==> config.mk <==
export PLATFORM = sky130hd
export DESIGN_NAME = alu_seq_hs
export DESIGN_NICKNAME = d
export VERILOG_FILES = /design/src/rtl/alu_seq_hs.sv
export SDC_FILE = /design/constraint.sdc
export NUM_CORES = 1
export LEC_CHECK = 0
export ABC_AREA = 1
export CAP_MARGIN = 20
export CORE_MARGIN = 3
export CORE_UTILIZATION = 60
export CTS_CLUSTER_SIZE = 10
export DETAILED_ROUTE_END_ITERATION = 12
export DONT_BUFFER_PORTS = 1
export PLACE_DENSITY_LB_ADDON = 0.08
export SYNTH_ARGS = -nofsm -noshare
export SYNTH_HDL_FRONTEND = slang
export SYNTH_SLANG_ARGS = --single-unit
==> constraint.sdc <==
create_clock -name clk -period 1.9 [get_ports clk]
set_input_delay 0.19 -clock clk [delete_from_list [all_inputs] [get_ports clk]]
set_output_delay 0.19 -clock clk [all_outputs]
set_load 0.02 [all_outputs]
==> src/rtl/alu_seq_hs.sv <==
// alu_seq_hs: registered 16-op ALU. Operands and results use valid/ready handshakes.
// Latency: non-MUL ops (and MUL when MUL_SERIAL=0) give a result 1 cycle after accept.
//          With MUL_SERIAL=1, a MUL result arrives WIDTH cycles after accept.
// Backpressure: results hold while out_valid && !out_ready. in_ready drops while BUSY,
//               and also in DONE unless the held result is being taken this cycle.
// Ports:
//   clk, rst_n        clock, asynchronous active-low reset
//   in_valid/in_ready operation handshake; a, b, opcode are captured at accept
//   out_valid/out_ready result handshake; {res_hi,res_lo} result, zero = result==0
module alu_seq_hs #(
  parameter int WIDTH      = 8,
  parameter bit MUL_SERIAL = 1'b1
) (
  input  logic             clk,
  input  logic             rst_n,
  input  logic             in_valid,
  output logic             in_ready,
  input  logic [WIDTH-1:0] a,
  input  logic [WIDTH-1:0] b,
  input  logic [3:0]       opcode,
  output logic             out_valid,
  input  logic             out_ready,
  output logic [WIDTH-1:0] res_lo,
  output logic [WIDTH-1:0] res_hi,
  output logic             zero
);

  localparam int CW = $clog2(WIDTH + 1);

  typedef enum logic [1:0] {IDLE, BUSY, DONE} state_t;

  state_t               state;
  logic [2*WIDTH-1:0]   res;     // {res_hi,res_lo}
  logic [2*WIDTH-1:0]   acc;     // running partial product
  logic [2*WIDTH-1:0]   mcand;   // multiplicand, shifted left each step
  logic [WIDTH-1:0]     mplier;  // multiplier, shifted right each step
  logic [CW-1:0]        cnt;
  logic [2*WIDTH-1:0]   res_c;
  logic [2*WIDTH-1:0]   acc_step;
  logic                 accept;
  logic                 take;
  logic                 go_serial;

  assign in_ready  = (state == IDLE) || (state == DONE && out_ready);
  assign accept    = in_valid && in_ready;
  assign take      = out_valid && out_ready;
  assign go_serial = MUL_SERIAL && (opcode == 4'hC);
  assign res_lo    = res[WIDTH-1:0];
  assign res_hi    = res[2*WIDTH-1:WIDTH];

  // Single-cycle result of the presented operands. Bit WIDTH is res_hi[0]
  // (carry for ADD, borrow for SUB).
  always_comb begin
    res_c = '0;
    case (opcode)
      4'h0: res_c[0] = |a;
      4'h1: res_c[0] = &a;
      4'h2: res_c[0] = ^a;
      4'h3: res_c[WIDTH-1:0] = a | b;
      4'h4: res_c[WIDTH-1:0] = a & b;
      4'h5: res_c[WIDTH-1:0] = a ^ b;
      4'h6: res_c[0] = a > b;
      4'h7: res_c[0] = a < b;
      4'h8: res_c[0] = (a == '0);
      4'h9: res_c[0] = (a == b);
      4'hA: res_c[WIDTH:0] = {1'b0, a} + {1'b0, b};
      4'hB: begin
        res_c[WIDTH-1:0] = a - b;
        res_c[WIDTH]     = a < b;
      end
      4'hC: res_c = {{WIDTH{1'b0}}, a} * {{WIDTH{1'b0}}, b};
      4'hD: res_c[WIDTH-1:0] = a >> b;
      4'hE: res_c = {{WIDTH{1'b0}}, a} << b;
      default: res_c[WIDTH-1:0] = ~a;
    endcase
  end

  // One shift-add step: add the multiplicand when the current multiplier LSB is set.
  assign acc_step = mplier[0] ? (acc + mcand) : acc;

  always_ff @(posedge clk or negedge rst_n) begin
    if (!rst_n) begin
      state     <= IDLE;
      res       <= '0;
      zero      <= 1'b1;
      out_valid <= 1'b0;
      acc       <= '0;
      mcand     <= '0;
      mplier    <= '0;
      cnt       <= '0;
    end else begin
      case (state)
        BUSY: begin
          acc    <= acc_step;
          mcand  <= mcand << 1;
          mplier <= mplier >> 1;
          cnt    <= cnt - CW'(1);
          if (cnt == CW'(1)) begin
            state     <= DONE;
            res       <= acc_step;
            zero      <= (acc_step == '0);
            out_valid <= 1'b1;
          end
        end
        default: begin
          // IDLE and DONE share the accept path; DONE may drain and accept on one edge.
          if (accept) begin
            if (go_serial) begin
              state     <= BUSY;
              acc       <= '0;
              mcand     <= {{WIDTH{1'b0}}, a};
              mplier    <= b;
              cnt       <= CW'(WIDTH);
              out_valid <= 1'b0;
            end else begin
              state     <= DONE;
              res       <= res_c;
              zero      <= (res_c == '0);
              out_valid <= 1'b1;
            end
          end else if (take) begin
            state     <= IDLE;
            out_valid <= 1'b0;
          end
        end
      endcase
    end
  end

endmodule

Yosys cells after proc, flatten, opt, wreduce, memory -nomap -nowiden
Cells that the tools add are included.
Storage, ports and cells
  bits in registers: 64
  bits in latches: 0
  bits in read-only memories: 0
  input bits: 24
  RAM bits: 0
  memories: 0
Cells by class
  order comparisons: 2
  divide/modulo/power cells: 0
  equal/unequal tests: 20
  reduce and logical (&&, ||, !) cells: 19
  shifts and indexed selects: 2
  add/subtract/negate cells: 4
  multiplexer cells: 35
  multipliers: 1
  bitwise logic cells: 4
Operators by type and width (number)
  $mux W16: 11
  $pmux W7 S9: 1
  $logic_not A16 Y1: 2
  $eq A4 B4 Y1 const B: 7
  $mux W8: 3
  $add A16 B16 Y16: 1
  $eq A4 B3 Y1 const B: 4
  $mul A8 B8 Y16: 1
  $shl A8 B8 Y16: 1
  $pmux W1 S15: 1
  $pmux W7 S2: 1
  $mux W4: 3
  $mux W2: 5
  $add A8 B8 Y9: 1
  $mux W1: 9
  $and A8 B8 Y8: 1
  $eq A4 B1 Y1 const B: 2
  $eq A4 B2 Y1 const B: 2
  $eq A8 B8 Y1: 1
  $gt A8 B8 Y1: 1
  $logic_not A8 Y1: 1
  $lt A8 B8 Y1: 1
  $not A8 Y8: 1
  $or A8 B8 Y8: 1
  other kinds (21): 25

Depth between registers and ports, before layout
Gate-level depths: netlist of run 1.
  depth in word-level cells: 7
  gate-level depth with buffers: 28

Least setup slack after synthesis of run 1
No wires, ideal clock.
  path kind: input to register
  from: input port b[2]
  to: register zero
  buffers on the path: 2
  library setup time: 60 ps
  data arrival time: 4141 ps
  stages on the path: 24
  path slack: -2302 ps
  cell sequence: buf_2 clkbuf_1 nand2_1 fa_1 fa_1 inv_1 fa_1 inv_1 fa_1 inv_1 ha_1 nand2_1 nor2_1 o21ai_0 nand4_1 nand3_1 nand2_1 nor2_1 nand2_1 nor2_1 nand4_1 nand2_1 nand2_1 nand2_1
Between the ends
  cells in the longest elaborated chain, start to end: 6
  elaborated cells between the ends (all ways): 19
  those cells by class: add/sub: 2; mul: 1; order compare: 2; eq/ne: 1; shift: 2; mux: 7; bitwise: 3; reduce/logical: 1
Ends and longest elaborated chain
  start: declaration: line 19  | input logic [WIDTH-1:0] b,
  $mul A8 B8 Y16 (tied with other cells): line 71  | 4'hC: res_c = {{WIDTH{1'b0}}, a} * {{WIDTH{1'b0}}, b};
  $pmux W7 S9 (tied with other cells): line 55  | case (opcode)
  $logic_not A16 Y1 *: line 118  | zero <= (res_c == '0);
  $mux W1 *: line 108  | if (go_serial) begin
  $mux W1 *: line 107  | if (accept) begin
  $mux W1 *: line 92  | case (state)
  end signal: assignment: line 101  | zero <= (acc_step == '0);
  end signal: assignment: line 118
  end: declaration: line 25  | output logic zero
Mark *: on every way between the ends. The rest lies on a longest branch, timed or not. The select of a mux whose other input is x is not followed.
A chain may end at the register's enable or synchronous reset.

Worst setup path in the final report of run 1
  from: input port a[2]
  to: register zero
Between the ends
  cells in the longest elaborated chain, start to end: 6
  elaborated cells between the ends (all ways): 24
  those cells by class: add/sub: 2; mul: 1; order compare: 2; eq/ne: 1; shift: 2; mux: 7; bitwise: 4; reduce/logical: 5
Ends and longest elaborated chain
  start: declaration: line 18  | input logic [WIDTH-1:0] a,
  $mul A8 B8 Y16 (tied with other cells): line 71
  $pmux W7 S9 (tied with other cells): line 55
  $logic_not A16 Y1 *: line 118
  $mux W1 *: line 108
  $mux W1 *: line 107
  $mux W1 *: line 92
Marks and branches as above.

==> run metrics, run 1 <==
status finished, violations left; failing checks negative setup slack; Core Box Area ~14,000 sq um; HP Start out_ready; worst-margin pin slew 0.587 ns; first-pass GRT wire length 48,500 microns; Port Buffer Count 0; adder-cell share of the synthesized area 21.5%; Worst Setup SP a[2]; vias in the first global route 9,320; IO Pins 43; initial antenna violation count 0; slowest stage cell, crit path fa_1; n_diodes 0; post-DP HPWL 22,300 microns; # DRC 0; Area growth syn-to-layout 35.9%; global placement routability congestion 1.00; Tot Pwr 13.6 mW; max-cap violations 0; die boundary width 125 microns; CP bufs+invs 3; die area around 16,000 sq um; CTS Sinks 63; worst r2r src mcand[0]; crit path capture type register; hold crit path type input port to register; RSZ-0062 raised after global routing true; Hold Fails Final Rpt 0; Max stage delay on crit path 0.53 ns; LEAKAGE a little over 6 nW; Tcrit/Tclk final 199%; Synth Register Bits between 60 and 70; # rows between 40 and 50; H-tree depth 3; register area 1580 sq um; Worst Path Required 2.18 ns; Detail Route Antenna Nets 0; GRT overflow 0; Rel. slew slack 60.7%; Worst VDD drop 960 uV; CTS Buffer Depth 2; largest net degree at the start of global routing between 60 and 70; register area share after synthesis 18.4%; final-stage net count 1,632; hold path cells 3; CP max FO 13; minimum clock period after layout 3.78 ns; vias roughly 10,000; Cell Area, Synth approximately 8600 sq um; PwrDens 1160 nW/um^2; synth unique cells 48; reg-to-reg endpoint zero; syn nets between 1,000 and 1,500; Pre-Repair DR Iteration Count 6; Hold Slack roughly 0.14 ns; Final Skew 0.0113 ns; Global Route Usage Sum 38.1%; max-slew violations 0; area of the multi-input gates 7100 sq um; Top delay family on crit path adder cells; CP Cell Sequence nand2_2 > inv_2 > fa_1 > fa_1 > fa_1 > inv_1 > fa_1 > inv_1 > ha_2 > a21oi_2 > nor2_1 > nor2_1 > nand4_1 > nand3_2 > nand2_2 > nor2_1 > nand2_1 > nor2_2 > nand4_1 > nand2_1 > nand2_1 > nand2_1; mux share of post-synthesis cell area 0%; Cells after Synth 1,331; Starting Density 61.5%; via/cell ratio 6.18; syn avg cell area 6.43 sq um; YS warnings 0; Root Driver clkbuf_16; main combinational cell family by area after synthesis simple AND/OR/NAND/NOR gates; Worst Setup Start Kind input port; WS Path Type input port to register; Peak Freq about 260 MHz; WP data arrival 4.06 ns; layout cell share with drive strength beyond 1 31.4%; Synth Area in Compound Gates around 11%; Detailed Route Iter0 Violations 1,398; WL final 34,200 microns; simple-gate share of the synthesized area a little over a third; Clk Latency, worst-skew pair between 0.3 and 0.4 ns; # setup viols final 23; commonest non-fill, non-tap cell in the layout nand2_1; CTS buffer count 9; # fillers a little under 900; post-synthesis xor/xnor area fraction 0.614%; reg2reg path depth 17; final setup margin -1.88 ns; Worst-path clk slew ~0.050 ns; Hold Path Sink state[0]; most frequent cells in the layout 344 x nand2_1, 180 x inv_1, 160 x buf_4, 100 x nand3_1, 78 x nor2_1; R2R setup slack -0.87 ns; Setup TNS Final -22.56 ns; post-DR wirelength/cell just over 20 microns; Die Height 125 microns; CTS tree built
## state kept, by name, indices dropped and copies added, names as in the netlist
name       flops
mcand         16
mplier         8
out_valid      1
zero           1
state          1
res           16
acc           16
cnt            4
## what timing repair did
item	in CTS	in global routing
hold endpoints to repair	64	0
hold buffers	3	0
pin swaps	81	75
buffers inserted	10	21
cloned	0	1
setup endpoints to repair	23	37
resized for setup	142	160
## how the worst max path moves through the flow
stage | to | slack (ns) | depth (start not counted)
6_report | zero | -1.88 | 22
3_3_place_gp | res[10] | -2.01 | 18
2_1_floorplan | zero | -1.96 | 25
5_1_grt | zero | -2.04 | 23
4_1_cts | zero | -1.68 | 23
3_5_place_dp | zero | -2.15 | 22
## power breakdown
part	switching (mW)	total, mW	leakage [nW]	internal [mW]
Clock	0.606	1.68	0.145	1.08
Sequential	0.584	2.40	0.783	1.82
Combinational	5.40	9.47	5.22	4.08
Total	6.59	13.6	6.15	6.97
## area by class of cell
| cell class | count | area share (%) |
|---|---|---|
| clock buffers | 12 | 2.20 |
| multi-input cells | 1000 | 61.0 |
| flip-flops and latches | 63 | 13.6 |
| well taps | 180 | 1.93 |
| clock inverters | 3 | 0.365 |
| inverters | 223 | 7.39 |
| repair buffers | 187 | 13.5 |
## layer usage
| layer | share of wire (%) | track usage (%) | vias to the layer above |
|---|---|---|---|
| li1 | - | - | 4542 |
| met1 | 37 | 52.8 | 4763 |
| met2 | 45 | 59.9 | 779 |
| met3 | 12 | 8.29 | 217 |
| met4 | 6.1 | 12.0 | 0 |
| met5 | 0 | 0 | - |
## cells by family after synthesis
group                      Yosys count
adders and majority gates          124
buffers and inverters              268
and+or+nand+nor                    709
DFF                                 63
AOI/OAI and AO/OA                  161
xor gates and xnor gates             6
## cells in the mapped netlist (all sizes together)
cell / number / area, sq um
nand2: 412 / 1570
inv: 223 / 840
nand3: 140 / 711
nor2: 109 / 469
ha: 85 / 1060
o21ai: 65 / 337
dfrtp: 62 / 1550
a21oi: 39 / 199
fa: 39 / 781
buf: 35 / 206
nand4: 24 / 150
clkbuf: 10 / 38.8
o22ai: 10 / 62.6
or2: 10 / 62.6
a22oi: 9 / 67.6
nor3: 8 / 40.0
o21bai: 8 / 60.1
o211ai: 7 / 52.6
o21a: 6 / 45.0
a2bb2oi: 5 / 43.8
o221ai: 5 / 43.8
a21boi: 4 / 30.0
xor2: 4 / 35.0
nand3b: 3 / 22.5
and2: 2 / 12.5
xnor2: 2 / 17.5
a21o: 1 / 7.51
a31oi: 1 / 6.26
dfstp: 1 / 26.3
nor3b: 1 / 7.51
o22a: 1 / 8.76
## tightest hold or removal path, stage by stage
cell and delay [ns]:
nor2_1 0.03, o21ai_0 0.15, nand2_1 0.06
## metrics by stage
step,area [sq um],cells,utilization [%],worst slack [ns]
CTS,10900,1650,78.3,-1.68
floorplan,8790,1331,-,-1.96
global placement,9940,1626,71.4,-2.01
detailed placement,9940,1626,71.4,-2.15
global route,11600,1668,83.6,-2.04
finish,11600,1668,83.6,-1.88
(Power assumes the default switching activity.)
==> inputs of run 2 (changes only) <==
Settings changed: CORE_UTILIZATION 60 to 50.
==> run 2 against run 1 <==
Net effect:
- the flow still finishes with violations (negative setup slack)
- first-iteration DRC count shrank 41%
- non-clock buffer count rose by 21
- register-to-register slack better by 0.24 ns
- final cell count grew 3.7%
==> run metrics, run 2 (synthesized netlist as in run 1, its figures left out) <==
Peak Freq 274 MHz; reg2reg path depth 17; largest net degree at the start of global routing 64; slowest stage cell, crit path fa_1; Root Driver clkbuf_16; post-DR wirelength/cell 17.5 microns; Top delay family on crit path adder cells; H-tree depth 3; CP max FO 13; WL final just over 30,000 microns; Die Height 137 microns; Sw Share 45.9%; final-stage net count 1,653; via/cell ratio 5.43; # rows 47; fin util 69.9%; Worst Path Required 2.18 ns; # DRC 0; CP bufs+invs 5; most frequent cells in the layout 346 x nand2_1, 185 x buf_4, 183 x inv_1, 103 x nand3_1, 76 x nor2_1; Worst-path clk slew 0.05 ns; PwrDens 1110 nW/um^2; worst r2r src mcand[0]; Tcrit/Tclk final 192%; die boundary width roughly 140 microns; Port Buffer Count 0; crit path capture type register; vias ~9,400; status finished, violations left; initial antenna violation count 0; layout cell share with drive strength beyond 1 31.2%; CP Cell Sequence nand2_8 > inv_4 > fa_1 > fa_1 > fa_1 > inv_2 > fa_1 > inv_2 > ha_4 > nand2_4 > inv_2 > nand2_2 > buf_4 > nand3_2 > a21oi_1 > o21ai_1 > nand2_1 > nor2_1 > nand2_1 > nor2_1 > nand4_1 > nand2_1 > nand2_1 > nand2_1; Core Box Area 16,700 sq um; IO Pins 43; max-cap violations 0; Internal 7.00 mW; end point of the critical path zero; Starting Density between 50% and 60%; worst-margin pin slew 0.489 ns; Setup TNS Final -20.62 ns; minimum clock period after layout 3.64 ns; # setup viols final 21; Critical Path Most Common Cell nand2_1; CTS tree built; Area growth syn-to-layout 36.3%; Hold Slack 0.129 ns; Hold Fails Final Rpt 0; part of the power in combinational logic 68.5%; LEAKAGE 6.23 nW; post-DP HPWL 22,800 microns; failing checks negative setup slack; R2R setup slack -0.63 ns; RSZ-0062 raised after global routing true; CTS Sinks 63; final setup margin -1.74 ns; n_diodes 0; CTS buffer count 9; GRT overflow 0; Worst VDD drop 741 uV; vias in the first global route 8,994; Rel. slew slack between 60% and 70%; reg-to-reg endpoint zero; biggest regs acc (16), mcand (16), res (16); Clock power frac between 10% and 20%; global placement routability congestion 0.987; WS Path Type input port to register; Clk Latency, worst-skew pair 0.34 ns; Global Route Usage Sum 32.4%; commonest non-fill, non-tap cell in the layout nand2_1; max-slew violations 0; Worst Setup Start Kind input port; Max stage delay on crit path approximately 0.53 ns; die area 18,700 sq um; pre-CTS WS -2.16 ns; Final Skew 0.00677 ns; hold crit path type input port to register; Pre-Repair DR Iteration Count 5; Detailed Route Iter0 Violations 827; first-pass GRT wire length 47,200 microns; Detail Route Antenna Nets 0; Flop pwr share a little under a fifth; WP data arrival around 3.9 ns; Worst Setup SP a[6]; P_sw 5.93 mW; CTS Buffer Depth 2; Critical Path Stages 24
-- run 2: cell count changes in the layout (fill, tap and decap cells not counted), moves of 4 or more --
cell,before,now
o21ai_2,17,12
buf_4,160,185
a21oi_4,7,3
buf_12,4,0
nand3_2,32,27
o21ai_1,10,15
-- run 2: worst reg2reg max path, cell delays in order (launching register included) --
cell and delay, ns:
dfrtp_1 0.41, ha_4 0.18, fa_2 0.41, nand2_1 0.08, inv_1 0.03, nor2_1 0.11
nand3_1 0.10, nor2_1 0.10, nand3_1 0.08, nor2_1 0.16, nand3_1 0.14, nor2_1 0.11
nand4_1 0.12, nor2_1 0.11, nand3_1 0.12, nand2_1 0.09, nand2_1 0.05, nand2_1 0.07
-- run 2: cell type report --
class	count	area (sq um)
multi-input cells	1000	7000
well taps	220	275
clock inverters	3	40.0
fillers	1408	5020
clock buffers	13	270
inverters	223	852
repair buffers	208	1660
flip-flops and latches	63	1580
-- run 2: power groups by stage --
stage          Sequential, mW  Combinational [mW]  Clock (mW)
4_1_cts                  2.34                7.72        1.73
6_report                 2.35                8.86        1.72
3_3_place_gp             2.28                6.41           0
5_1_grt                  2.40                9.70        1.80
2_1_floorplan            2.19                4.18           0
3_5_place_dp             2.29                6.48           0
-- run 2: routing by layer --
layer | routed length (microns) | up-vias | part of all wire [%] | GRT usage [%]
li1 | - | 4591 | - | -
met1 | 13400 | 4388 | 44 | 45.8
met2 | 13700 | 348 | 45 | 50.8
met3 | 2070 | 66 | 6.8 | 4.96
met4 | 1030 | 0 | 3.4 | 10.8
met5 | 0 | - | 0 | 0
-- run 2: repair_timing --
action / in CTS / in global routing
hold buffers: 3 / 0
buffers inserted: 10 / 12
resized for setup: 157 / 115
pin swaps: 62 / 83
endpoints found under the hold margin: 64 / 0
endpoints found under the setup margin: 42 / 26
-- run 2: through the flow --
| stage | std cells | power [mW] | instance area, sq um |
|---|---|---|---|
| after CTS | 1721 | 11.8 | 11200 |
| final | 1730 | 12.9 | 11700 |
| after global routing | 1730 | 13.9 | 11700 |
| after detailed placement | 1695 | 8.77 | 10200 |
| after global placement | 1695 | 8.69 | 10200 |
| after floorplan | 1331 | 6.37 | 8790 |
-- run 2: worst min-delay path by stage --
| stage | startpoint | endpoint | cells after the start |
|---|---|---|---|
| 2_1_floorplan | rst_n | acc[0] | 0 |
| 3_3_place_gp | rst_n | res[13] | 0 |
| 3_5_place_dp | rst_n | acc[13] | 0 |
| 4_1_cts | out_ready | state[0] | 3 |
| 5_1_grt | out_ready | state[0] | 3 |
| 6_report | out_ready | state[0] | 3 |
